File: src/rtl/acq_pkg.sv
// Shared types and constants for the acquisition search scheduler.
package acq_pkg;

    localparam int PRN_W             = 6;
    localparam int PHASE_W           = 11;
    localparam int CODE_BINS_DEFAULT = 2046;
    localparam int ENERGY_W_DEFAULT  = 24;

    typedef enum logic [3:0] {
        S_IDLE,
        S_SCAN,
        S_LOAD,
        S_SETTLE,
        S_ARM,
        S_DWELL,
        S_WAIT_E,
        S_EVAL,
        S_DONE
    } acq_state_t;

    typedef struct packed {
        logic [PRN_W-1:0]            prn;
        logic [PHASE_W-1:0]          phase;
        logic [ENERGY_W_DEFAULT-1:0] energy;
    } hit_rec_t;

endpackage

File: src/rtl/prn_mask_scan.sv
// Priority encoder: lowest set bit of the working PRN mask.
module prn_mask_scan #(
    parameter int NUM_PRN = 32
) (
    input  logic [NUM_PRN-1:0]         mask,
    output logic                       found,
    output logic [$clog2(NUM_PRN)-1:0] idx
);
    localparam int IDX_W = $clog2(NUM_PRN);

    // Scan downward so the lowest set bit is the last one written.
    always_comb begin
        found = 1'b0;
        idx   = '0;
        for (int i = NUM_PRN - 1; i >= 0; i--) begin
            if (mask[i]) begin
                found = 1'b1;
                idx   = IDX_W'(i);
            end
        end
    end

endmodule

File: src/rtl/acq_search_sched.sv
// Acquisition search scheduler: walks enabled PRNs and half-chip code bins,
// sequencing generator reload/slip, correlator dwells and threshold tests.
//
// state  | meaning
// -------+----------------------------------------------------
// IDLE   | waiting for start
// SCAN   | pick lowest remaining PRN from the working mask
// LOAD   | gen_rst pulse, bin 0 of the selected PRN
// SETTLE | generator settling after reload or slip
// ARM    | wait for code epoch, clear correlator on it
// DWELL  | integrate DWELL_MS epochs
// WAIT_E | wait for correlator energy result
// EVAL   | threshold test: report hit, next bin or next PRN
// DONE   | done pulse, then back to IDLE
module acq_search_sched
    import acq_pkg::*;
#(
    parameter int NUM_PRN    = 32,
    parameter int CODE_BINS  = CODE_BINS_DEFAULT,
    parameter int DWELL_MS   = 1,
    parameter int SETTLE_CYC = 4,
    parameter int ENERGY_W   = 24
) (
    input  logic                clk,
    input  logic                rst,
    input  logic                start,
    input  logic                abort,
    input  logic [NUM_PRN-1:0]  prn_mask,
    input  logic [ENERGY_W-1:0] threshold,
    input  logic                epoch,
    input  logic                energy_valid,
    input  logic [ENERGY_W-1:0] energy,
    output logic [PRN_W-1:0]    gen_prn,
    output logic                gen_rst,
    output logic                gen_slip,
    output logic                corr_clear,
    output logic                busy,
    output logic                hit_valid,
    output logic [PRN_W-1:0]    hit_prn,
    output logic [PHASE_W-1:0]  hit_phase,
    output logic [ENERGY_W-1:0] hit_energy,
    output logic                done
);
    localparam int IDX_W = $clog2(NUM_PRN);
    localparam int SET_W = $clog2(SETTLE_CYC + 1);
    localparam logic [PHASE_W-1:0] LAST_BIN = PHASE_W'(CODE_BINS - 1);

    acq_state_t          state;
    logic [NUM_PRN-1:0]  mask_r;
    logic [ENERGY_W-1:0] thr_r;
    logic [ENERGY_W-1:0] energy_r;
    logic [PHASE_W-1:0]  phase_r;
    logic [IDX_W-1:0]    cur_idx;
    logic [IDX_W-1:0]    scan_idx;
    logic                scan_found;
    logic [SET_W-1:0]    settle_cnt;
    logic [3:0]          ep_cnt;
    hit_rec_t            hit_r;

    prn_mask_scan #(.NUM_PRN(NUM_PRN)) u_scan (
        .mask  (mask_r),
        .found (scan_found),
        .idx   (scan_idx)
    );

    assign hit_prn    = hit_r.prn;
    assign hit_phase  = hit_r.phase;
    assign hit_energy = ENERGY_W'(hit_r.energy);

    always_ff @(posedge clk or posedge rst) begin
        if (rst) begin
            state      <= S_IDLE;
            mask_r     <= '0;
            thr_r      <= '0;
            energy_r   <= '0;
            phase_r    <= '0;
            cur_idx    <= '0;
            settle_cnt <= '0;
            ep_cnt     <= '0;
            hit_r      <= '0;
            gen_prn    <= PRN_W'(1);
            gen_rst    <= 1'b0;
            gen_slip   <= 1'b0;
            corr_clear <= 1'b0;
            busy       <= 1'b0;
            hit_valid  <= 1'b0;
            done       <= 1'b0;
        end else begin
            gen_rst    <= 1'b0;
            gen_slip   <= 1'b0;
            corr_clear <= 1'b0;
            hit_valid  <= 1'b0;
            done       <= 1'b0;
            if (abort && state != S_IDLE) begin
                state <= S_IDLE;
                busy  <= 1'b0;
            end else begin
                case (state)
                    S_IDLE: begin
                        if (start && !abort) begin
                            mask_r <= prn_mask;
                            thr_r  <= threshold;
                            busy   <= 1'b1;
                            state  <= S_SCAN;
                        end
                    end
                    S_SCAN: begin
                        if (scan_found) begin
                            cur_idx <= scan_idx;
                            gen_prn <= PRN_W'(scan_idx) + PRN_W'(1);
                            phase_r <= '0;
                            gen_rst <= 1'b1;
                            state   <= S_LOAD;
                        end else begin
                            done  <= 1'b1;
                            state <= S_DONE;
                        end
                    end
                    S_LOAD: begin
                        settle_cnt <= SET_W'(SETTLE_CYC - 1);
                        state      <= S_SETTLE;
                    end
                    S_SETTLE: begin
                        if (settle_cnt == '0) state <= S_ARM;
                        else settle_cnt <= settle_cnt - 1'b1;
                    end
                    S_ARM: begin
                        if (epoch) begin
                            corr_clear <= 1'b1;
                            ep_cnt     <= 4'(DWELL_MS - 1);
                            state      <= S_DWELL;
                        end
                    end
                    S_DWELL: begin
                        if (epoch) begin
                            if (ep_cnt == 4'd0) state <= S_WAIT_E;
                            else ep_cnt <= ep_cnt - 4'd1;
                        end
                    end
                    S_WAIT_E: begin
                        if (energy_valid) begin
                            energy_r <= energy;
                            state    <= S_EVAL;
                        end
                    end
                    S_EVAL: begin
                        if (energy_r >= thr_r) begin
                            hit_valid       <= 1'b1;
                            hit_r.prn       <= gen_prn;
                            hit_r.phase     <= phase_r;
                            hit_r.energy    <= ENERGY_W_DEFAULT'(energy_r);
                            mask_r[cur_idx] <= 1'b0;
                            state           <= S_SCAN;
                        end else if (phase_r == LAST_BIN) begin
                            mask_r[cur_idx] <= 1'b0;
                            state           <= S_SCAN;
                        end else begin
                            // The slip cycle itself is not part of the settle time.
                            phase_r    <= phase_r + 1'b1;
                            gen_slip   <= 1'b1;
                            settle_cnt <= SET_W'(SETTLE_CYC);
                            state      <= S_SETTLE;
                        end
                    end
                    S_DONE: begin
                        busy  <= 1'b0;
                        state <= S_IDLE;
                    end
                    default: state <= S_IDLE;
                endcase
            end
        end
    end

endmodule

File: config.mk
export PLATFORM = sky130hd
export DESIGN_NAME = acq_search_sched
export DESIGN_NICKNAME = d
export VERILOG_FILES = /design/src/rtl/acq_pkg.sv /design/src/rtl/prn_mask_scan.sv /design/src/rtl/acq_search_sched.sv
export SDC_FILE = /design/constraint.sdc
export NUM_CORES = 1
export LEC_CHECK = 0
export CORE_ASPECT_RATIO = 1.25
export CORE_MARGIN = 3
export CORE_UTILIZATION = 35
export DETAILED_ROUTE_END_ITERATION = 7
export PLACE_DENSITY = 0.64
export REMOVE_ABC_BUFFERS = 1
export SYNTH_ARGS = -nofsm -noshare
export SYNTH_HDL_FRONTEND = slang
export SYNTH_SLANG_ARGS = --single-unit
File: constraint.sdc
create_clock -name clk -period 7.85 [get_ports clk]
set_clock_uncertainty 0.05 [all_clocks]
set_input_delay 0.785 -clock clk [delete_from_list [all_inputs] [get_ports clk]]
set_output_delay 0.785 -clock clk [all_outputs]
set_load 0.05 [all_outputs]
# Word-level counts from Yosys, hierarchy flattened
# Cells that the tools add are included.
[op_classes] bitwise_logic=3 n_eq_ne=24 n_addsub=4 n_lt_le_gt_ge=3 n_reduce_logical=23 mux=112
[ops] op="$mux W5" count=32
[ops] op="$mux W32" count=3
[ops] op="$pmux W32 S2" count=1
[ops] op="$mux W1" count=51
[ops] op="$mux W4" count=11
[ops] op="$mux W11" count=3
[ops] op="$and A32 B32 Y32" count=1
[ops] op="$not A32 Y32" count=1
[ops] op="$pmux W4 S8" count=1
[ops] op="$ge A24 B24 Y1" count=1
[ops] op="$pmux W11 S2" count=1
[ops] op="$ne A3 B3 Y1 const B" count=7
[ops] op="$eq A4 B3 Y1 const B" count=4
[ops] op="$ne A2 B2 Y1 const B" count=8
[ops] op="$reduce_and A5 Y1" count=3
[ops] op="$reduce_and A3 Y1" count=4
[ops] op="$add A11 B1 Y11 const B" count=1
[ops] op="$eq A11 B11 Y1 const B" count=1
[ops] op="$mux W3" count=3
[ops] op="$pmux W3 S3" count=1
[ops] op="$eq A4 B2 Y1 const B" count=2
[ops] op="$logic_not A4 Y1" count=2
[ops] op="$pmux W4 S2" count=1
[ops] op="$add A5 B1 Y6 const B" count=1
[ops] op="other kinds (19)" count=25
[totals] out_inout_bits=53 wordCells=187 regBits=160

# Depth between registers and ports, before layout
# Gate-level depths: netlist (run 1).
[logic_depth] word_depth=35 depth_mapped=11 ltp_nobuf=9

# Cells and area by module
# Synthesis (run 1) repeated with hierarchy kept, for this count alone.
[unflattened] cells_unflattened=749 hier_area_um2=7812.5
[modules_own_cells] mod="acq_search_sched" n_inst=1 area_each_um2=7442.1 cells_each=684
[modules_own_cells] mod="prn_mask_scan" n_inst=1 area_each_um2=370.4 cells_each=65

# Worst setup path before layout (run 1)
# No wires, ideal clock.
[synth_path] path_type="register to register" start="register energy_r[7]" end="register hit_r, in the netlist hit_energy[14]" t_required_ns=7.675 slack_ns=5.476 stages_incl_launch_ff=10 arrival_ns=2.199 path_cell_list="dfrtp_1 ha_1 o21a_1 nor2_1 o31a_1 o211a_1 or3_1 buf_6 buf_6 mux2_4"
[synth_via] elab_chain_len=2
[synth_lines] element="from (decl)" line_no="acq_search_sched.sv:51" rtl="logic [ENERGY_W-1:0] energy_r;"
[synth_lines] element="from (signal assigned)" line_no="acq_search_sched.sv:142" rtl="energy_r <= energy;"
[synth_lines] element="$ge A24 B24 Y1" line_no="acq_search_sched.sv:147" rtl="if (energy_r >= thr_r) begin"
[synth_lines] element="$reduce_and A3 Y1 (no source line)"
[synth_lines] element="to (decl)" line_no="acq_search_sched.sv:58" rtl="hit_rec_t hit_r;"
# No other way between the ends.
# A chain may end at the register's enable or synchronous reset.

# Worst setup path in the final report (run 1)
[layout_path] start="register energy_r[23]" end="register hit_r, in the netlist hit_energy[8]"
# The elaborated chain is that of the path after synthesis.

==> metrics, run 1 <==
gate count after technology mapping just under 800; Pins Over Slew Limit 0; met2 global-route usage 0.266; cell types occupying the most area after synthesis sky130_fd_sc_hd__dfrtp_1 49%, sky130_fd_sc_hd__mux2_4 6.1%, sky130_fd_sc_hd__ha_1 4.8%; power density over the cells 284 nW/um^2; detailed-route DRC error count 0; Worst Max-Slew Pin Slew approximately 1.2 ns; launch point of the worst hold path hit_phase[1]; required time at the worst-slack endpoint 8.12 ns; sequential element share of the synthesized area 0.492; library cell occupying the most area in the post-synthesis netlist sky130_fd_sc_hd__dfrtp_1; #FFs+latches synth 160; total congestion overflow after global routing 0; final period demand of the worst path about 3.1 ns; launching instance or port of the critical path energy_r[23]; post-CTS setup-driven buffer insertion count 0; Arr. time, crit path about 3.4 ns; Synth-to-Final Area Change 26.8%; global-route met1 utilization 0.228; portion of the clock cycle consumed by the worst path in the final layout 0.400; most utilized layer in the global route result met2; maximum count of clock buffers along a single path 2; Top FF cell, synth sky130_fd_sc_hd__dfrtp_1; via count 6372; Detailed Place HPWL 14400 um; area inside the core boundary 22600 um^2; overall routed net length roughly 21000 um; total power draw 0.00294 W; number of synthesized flops with an enable pin 0; multi-input gate area in the final layout ~3800 um^2; antenna violations before repair 0; reg-to-reg startpoint energy_r[23]; root buffer cell sky130_fd_sc_hd__clkbuf_16; clock input transition at the sequential cells of the worst setup and hold paths 0.07 ns; H-tree depth reported by CTS 4; first-pass GRT wire length 33100 um; Worst-Skew Late Latency 0.44 ns; TritonCTS sink count between 150 and 200; Setup TNS 0 ns; Async S/R FF share, synth 1.00; total routing resource utilization after global routing 0.167; commonest non-fill, non-tap cell in the layout sky130_fd_sc_hd__dfrtp_1; unrepaired setup endpoints after global routing no; maximum ir drop on the vdd rail 0.170 mV; vias in the first global route 6146; type of the worst min-delay path flip-flop to flip-flop; TritonCTS buffer count 17; headroom to the max-slew limit 0.216; Fillers 2124; number of max-cap violations 0; number of DRC violations after detailed-routing iteration 0 369; standard-cell rows 61; outcome finished, final reports clean; area fraction of the dominant cell type after synthesis 0.488; mean post-synth cell area 10.3 um^2; final-stage net count about 1000; cell area after technology mapping 8150 um^2; count of unique library cells instantiated by Yosys 62; Die Height ~180 um; Static Leak between 4 and 5 nW; count of hold-fix buffers inserted at cts 0; CP startpoint kind flip-flop; routability-driven placement congestion ratio 0.844; die outline area 25200 um^2; final-report hold violation count 0; mean number of vias per cell approximately 5.3; Worst Path Max Fanout 45; die extent in x 142 um; leading cell types in the layout, fill and taps excluded 159 x sky130_fd_sc_hd__dfrtp_1, 138 x sky130_fd_sc_hd__clkdlybuf4s50_1, 101 x sky130_fd_sc_hd__nand2_1; Ports 139; type of the worst setup path flip-flop to flip-flop; effective utilization at floorplan 0.361; I/O Buffers 138; fraction of final layout cells sized beyond drive strength 1 0.129; number of gates resized after cts 0; number of warning messages in the yosys log 0; maximum achievable frequency 319 MHz; ant diodes 0; critical path capture point type flip-flop; count of antenna-violating nets left after detailed routing 0; met3 routing resource usage after global routing 0.0423; number of iterations in the first detailed-routing pass 5; routed length per instance around 17 um; setup violation total in the final timing report 0; TritonCTS clock tree yes; total area of sequential cells between 4000 and 5000 um^2; largest net degree at the start of global routing just under 100
stage by stage:
step | instances | utilization | hold slack [ns] | setup slack, ns | cell area [um^2]
final | 1209 | 0.457 | 0.440 | 4.71 | 10300
after global routing | 1209 | 0.457 | 0.474 | 4.49 | 10300
after CTS | 1209 | 0.457 | 0.446 | 4.66 | 10300
after detailed placement | 1177 | 0.430 | 0.429 | 4.36 | 9720
after global placement | 1177 | 0.430 | 0.420 | 4.44 | 9720
after floorplan | 751 | - | 0.402 | 2.70 | 7930
power by group:
group,total (W),switching [W],internal (W)
Clock,0.000858,0.000397,0.000461
Sequential,0.00123,0.000211,0.00102
Combinational,0.000849,0.000512,0.000337
cell type report:
cell class,instances,area share
clock inverter,15,0.0175
multi-input combinational,547,0.365
clock buffer,17,0.0412
tap,283,0.0343
timing repair buffer,143,0.137
sequential,160,0.388
inverter,44,0.0165
Yosys cell counts, types with 3 or more instances:
master                     instances
sky130_fd_sc_hd__buf_6             6
sky130_fd_sc_hd__o21a_1            4
sky130_fd_sc_hd__mux2i_1           6
sky130_fd_sc_hd__or2_2             3
sky130_fd_sc_hd__o31ai_1           9
sky130_fd_sc_hd__or3_1             5
sky130_fd_sc_hd__dfrtp_1         159
sky130_fd_sc_hd__a21oi_1          49
sky130_fd_sc_hd__nor3_1            6
sky130_fd_sc_hd__mux2_2           30
sky130_fd_sc_hd__buf_1             4
sky130_fd_sc_hd__a22oi_1          30
sky130_fd_sc_hd__nor4_2            3
sky130_fd_sc_hd__nor3b_1           4
sky130_fd_sc_hd__nand3_1          15
sky130_fd_sc_hd__nor2b_1           7
sky130_fd_sc_hd__nand4_1           8
sky130_fd_sc_hd__mux2_4           33
sky130_fd_sc_hd__o21ai_0          71
sky130_fd_sc_hd__nor4_1           11
sky130_fd_sc_hd__a211oi_1          9
sky130_fd_sc_hd__and3_1            7
sky130_fd_sc_hd__nand2_1         101
sky130_fd_sc_hd__and2_1            4
sky130_fd_sc_hd__o211ai_1          8
sky130_fd_sc_hd__inv_1            43
sky130_fd_sc_hd__ha_1             31
sky130_fd_sc_hd__nand2b_1         12
sky130_fd_sc_hd__clkbuf_1         20
sky130_fd_sc_hd__nor2_1           39
sky130_fd_sc_hd__a211o_1           3
sky130_fd_sc_hd__buf_2            10
layer usage:
metal,vias to the layer above,wire length (um)
li1,3064,-
met1,3093,9500
met2,200,9950
met3,15,1220
met4,0,206
met5,-,0
kinds of logic after synthesis:
family          count (synthesis)  synth area share
simple gates                  235             0.142
flops                         160             0.492
fa+ha+maj                      31            0.0476
xor+xnor                        2           0.00215
buf+inv                        85            0.0464
compound gates                209             0.159
mux                            70             0.111
critical path: stages, from the launching register on:
cell                        delay (ns)
sky130_fd_sc_hd__dfrtp_1          0.41
sky130_fd_sc_hd__ha_1             0.32
sky130_fd_sc_hd__a21oi_1          0.16
sky130_fd_sc_hd__o21ai_1          0.15
sky130_fd_sc_hd__a2111oi_2        0.45
sky130_fd_sc_hd__o211a_1          0.27
sky130_fd_sc_hd__or3_2            0.13
sky130_fd_sc_hd__buf_4            0.64
sky130_fd_sc_hd__mux2_2           0.41
worst paths after layout:
kind / endpoint / slack, ns / cells after the start
max in group asynchronous: thr_r[0] / 5.49 / 3
worst max-delay path: hit_energy[8] / 4.71 / 8
worst max register to register: hit_energy[8] / 4.71 / 8
worst min-delay path: hit_phase[1] / 0.44 / 2
worst min register to register: hit_phase[1] / 0.44 / 2
min in group asynchronous: energy_r[11] / 0.87 / 2
flip-flops by register name, summed over array words and instances (netlist names):
name / cells
mask_r: 32
energy_r: 24
hit_energy: 24
thr_r: 24
hit_phase: 11
phase_r: 11
gen_prn: 6
hit_prn: 6
cur_idx: 5
ep_cnt: 4
state: 4
settle_cnt: 3
busy: 1
corr_clear: 1
done: 1
gen_rst: 1
gen_slip: 1
hit_valid: 1
(Power assumes the default switching activity.)
==> run 2: changes to the inputs <==
PLACE_DENSITY = 0.66   (was 0.64)
clock period = 2.83 ns   (was 7.85 ns; I/O delays follow)
==> run 2 against run 1 <==
Register-to-register slack worse by 4.5 ns. Die area unchanged. Final cell count rose by 0.99%. Sequential power increased to 2.8 times the previous value. Sequential share of layout area down 0.48 points. First-iteration DRC count fell by 3.8%. Largest power group unchanged. Highest routed layer unchanged.
==> metrics, run 2 (synthesis results as in run 1) <==
Detailed Place HPWL approximately 15000 um; TritonCTS buffer count 17; TritonCTS sink count 160; number of DRC violations after detailed-routing iteration 0 between 300 and 400; critical path capture point type flip-flop; Post-Place Cells 1189; largest net degree at the start of global routing 86; post-CTS setup-driven buffer insertion count 0; I/O Buffers 138; routability-driven placement congestion ratio ~0.84; area inside the core boundary 22600 um^2; CP Cell Sequence ha_1, a21oi_1, o21ai_1, a41oi_1, a21o_1, or3_2, buf_12, mux2_4; antenna violations before repair 0; unrepaired setup endpoints after global routing no; setup violation total in the final timing report 0; Ports 139; count of antenna-violating nets left after detailed routing 0; detailed-route DRC error count 0; Worst Path Max Fanout 35; worst slack at placement 0.180 ns; power density over the cells about 780 nW/um^2; final period demand of the worst path 2.65 ns; Largest register FFs 32; required time at the worst-slack endpoint 3.09 ns; routed length per instance 17.4 um; Die Height 177 um; Worst Max-Slew Pin Slew ~0.85 ns; post-layout instance count excluding filler cells about 1200; headroom to the max-slew limit 0.428; CP startpoint kind flip-flop; Critical-path top delay cell sky130_fd_sc_hd__or3_2; fraction of final layout cells sized beyond drive strength 1 0.141; total congestion overflow after global routing 0; slowest stage delay, CP 0.50 ns; R2R cell count 8; final core utilization 0.463; Reg2Reg Capture Point hit_energy[16]; H-tree depth reported by CTS 4; number of max-cap violations 0; Worst-Skew Late Latency 0.43 ns; type of the worst setup path flip-flop to flip-flop; Arr. time, crit path 2.91 ns; die extent in x 142 um; die outline area 25200 um^2; overall routed net length roughly 21000 um; total routing resource utilization after global routing 0.170; mean number of vias per cell 5.29; Fillers 2096; final-report hold violation count 0; via count around 6500; cell count along the critical path 8; TritonCTS clock tree yes; count of hold-fix buffers inserted at cts 0; Static Leak 4.81 nW; number of gates resized after cts 0; final-stage net count around 1000; setup ws final between 0.15 and 0.2 ns; first-pass GRT wire length 34200 um; clock input transition at the sequential cells of the worst setup and hold paths 0.08 ns; number of iterations in the first detailed-routing pass 5; portion of the clock cycle consumed by the worst path in the final layout 0.937; root buffer cell sky130_fd_sc_hd__clkbuf_16; outcome finished, final reports clean; commonest non-fill, non-tap cell in the layout sky130_fd_sc_hd__dfrtp_1; Synth-to-Final Area Change 28.3%; ant diodes 0; leading cell types in the layout, fill and taps excluded 159 x sky130_fd_sc_hd__dfrtp_1, 138 x sky130_fd_sc_hd__clkdlybuf4s50_1, 101 x sky130_fd_sc_hd__nand2_1; vias in the first global route 6490; Pins Over Slew Limit 0; effective utilization at floorplan 0.361; standard-cell rows between 60 and 70; maximum count of clock buffers along a single path 2; register with the highest flop count mask_r; type of the worst min-delay path input pin to asynchronous set/reset pin; internal reg-to-reg setup slack 0.18 ns; maximum achievable frequency between 300 and 400 MHz; Buf+Inv Stages, Crit Path 1; launching instance or port of the critical path energy_r[21]; maximum ir drop on the vdd rail 0.453 mV; reg-to-reg startpoint energy_r[21]; crit path to hit_energy[16]; cell family with most CP delay compound AO/OA/AOI/OAI gates; Final Hold Slack 0.274 ns
==> run 2: cell count changes in the layout (fill, tap and decap cells not counted) <==
cell,delta
sky130_fd_sc_hd__buf_12,+3
sky130_fd_sc_hd__inv_8,-4
sky130_fd_sc_hd__inv_6,+3
sky130_fd_sc_hd__clkinv_2,+1
sky130_fd_sc_hd__clkinv_4,-2
sky130_fd_sc_hd__o31ai_1,-1
sky130_fd_sc_hd__a2111oi_4,+1
sky130_fd_sc_hd__o31ai_2,+1
sky130_fd_sc_hd__clkinvlp_4,+2
sky130_fd_sc_hd__a2111oi_2,-1
sky130_fd_sc_hd__buf_4,+9
==> run 2: report_power, final <==
part	internal (W)	switching, W	total, W	leakage, nW
Combinational	0.000979	0.00146	0.00243	2.42
Sequential	0.00282	0.000568	0.00339	2.11
Clock	0.00126	0.00106	0.00231	0.286
==> run 2: worst min path at each step <==
stage / start / to / slack, ns / cells after the start
finish: rst / energy_r[11] / 0.27 / 2
global route: rst / energy_r[11] / 0.34 / 2
CTS: rst / energy_r[11] / 0.31 / 2
detailed placement: hit_phase[1] / hit_phase[1] / 0.44 / 2
global placement: thr_r[0] / thr_r[0] / 0.42 / 2
floorplan: threshold[0] / thr_r[0] / 0.34 / 2
==> run 2: layout make-up <==
cell class                 instances  area (um^2)  area share
clock buffer                      17          425      0.0407
clock inverter                    15          164      0.0157
inverter                          44          170      0.0163
multi-input combinational        547         3790       0.362
sequential                       160         4010       0.383
tap                              283          354      0.0339
timing repair buffer             155         1550       0.148
==> run 2: worst reg2reg max path: cells and delay by family (launching register included) <==
family,cells,cell delay (ns)
compound gates,4,0.73
flops,1,0.40
mux,1,0.33
simple gates,1,0.50
buf+inv,1,0.22
fa+ha+maj,1,0.30
==> run 2: per-layer routing <==
| layer | routed length (um) | vias to the layer above | global-route usage |
|---|---|---|---|
| met5 | 0 | - | 0 |
| met4 | 331 | 0 | 0.0547 |
| met3 | 1110 | 30 | 0.0284 |
| met2 | 10400 | 201 | 0.285 |
| met1 | 9350 | 3131 | 0.224 |
| li1 | - | 3097 | - |
==> run 2: through the flow <==
| stage | instance area [um^2] | TNS (ns) | power [W] |
|---|---|---|---|
| 2_1_floorplan | 7930 | -312.87 | 0.00494 |
| 3_3_place_gp | 9850 | 0 | 0.00578 |
| 3_5_place_dp | 9850 | 0 | 0.00585 |
| 4_1_cts | 10400 | 0 | 0.00818 |
| 5_1_grt | 10500 | 0 | 0.00869 |
| 6_report | 10500 | 0 | 0.00814 |
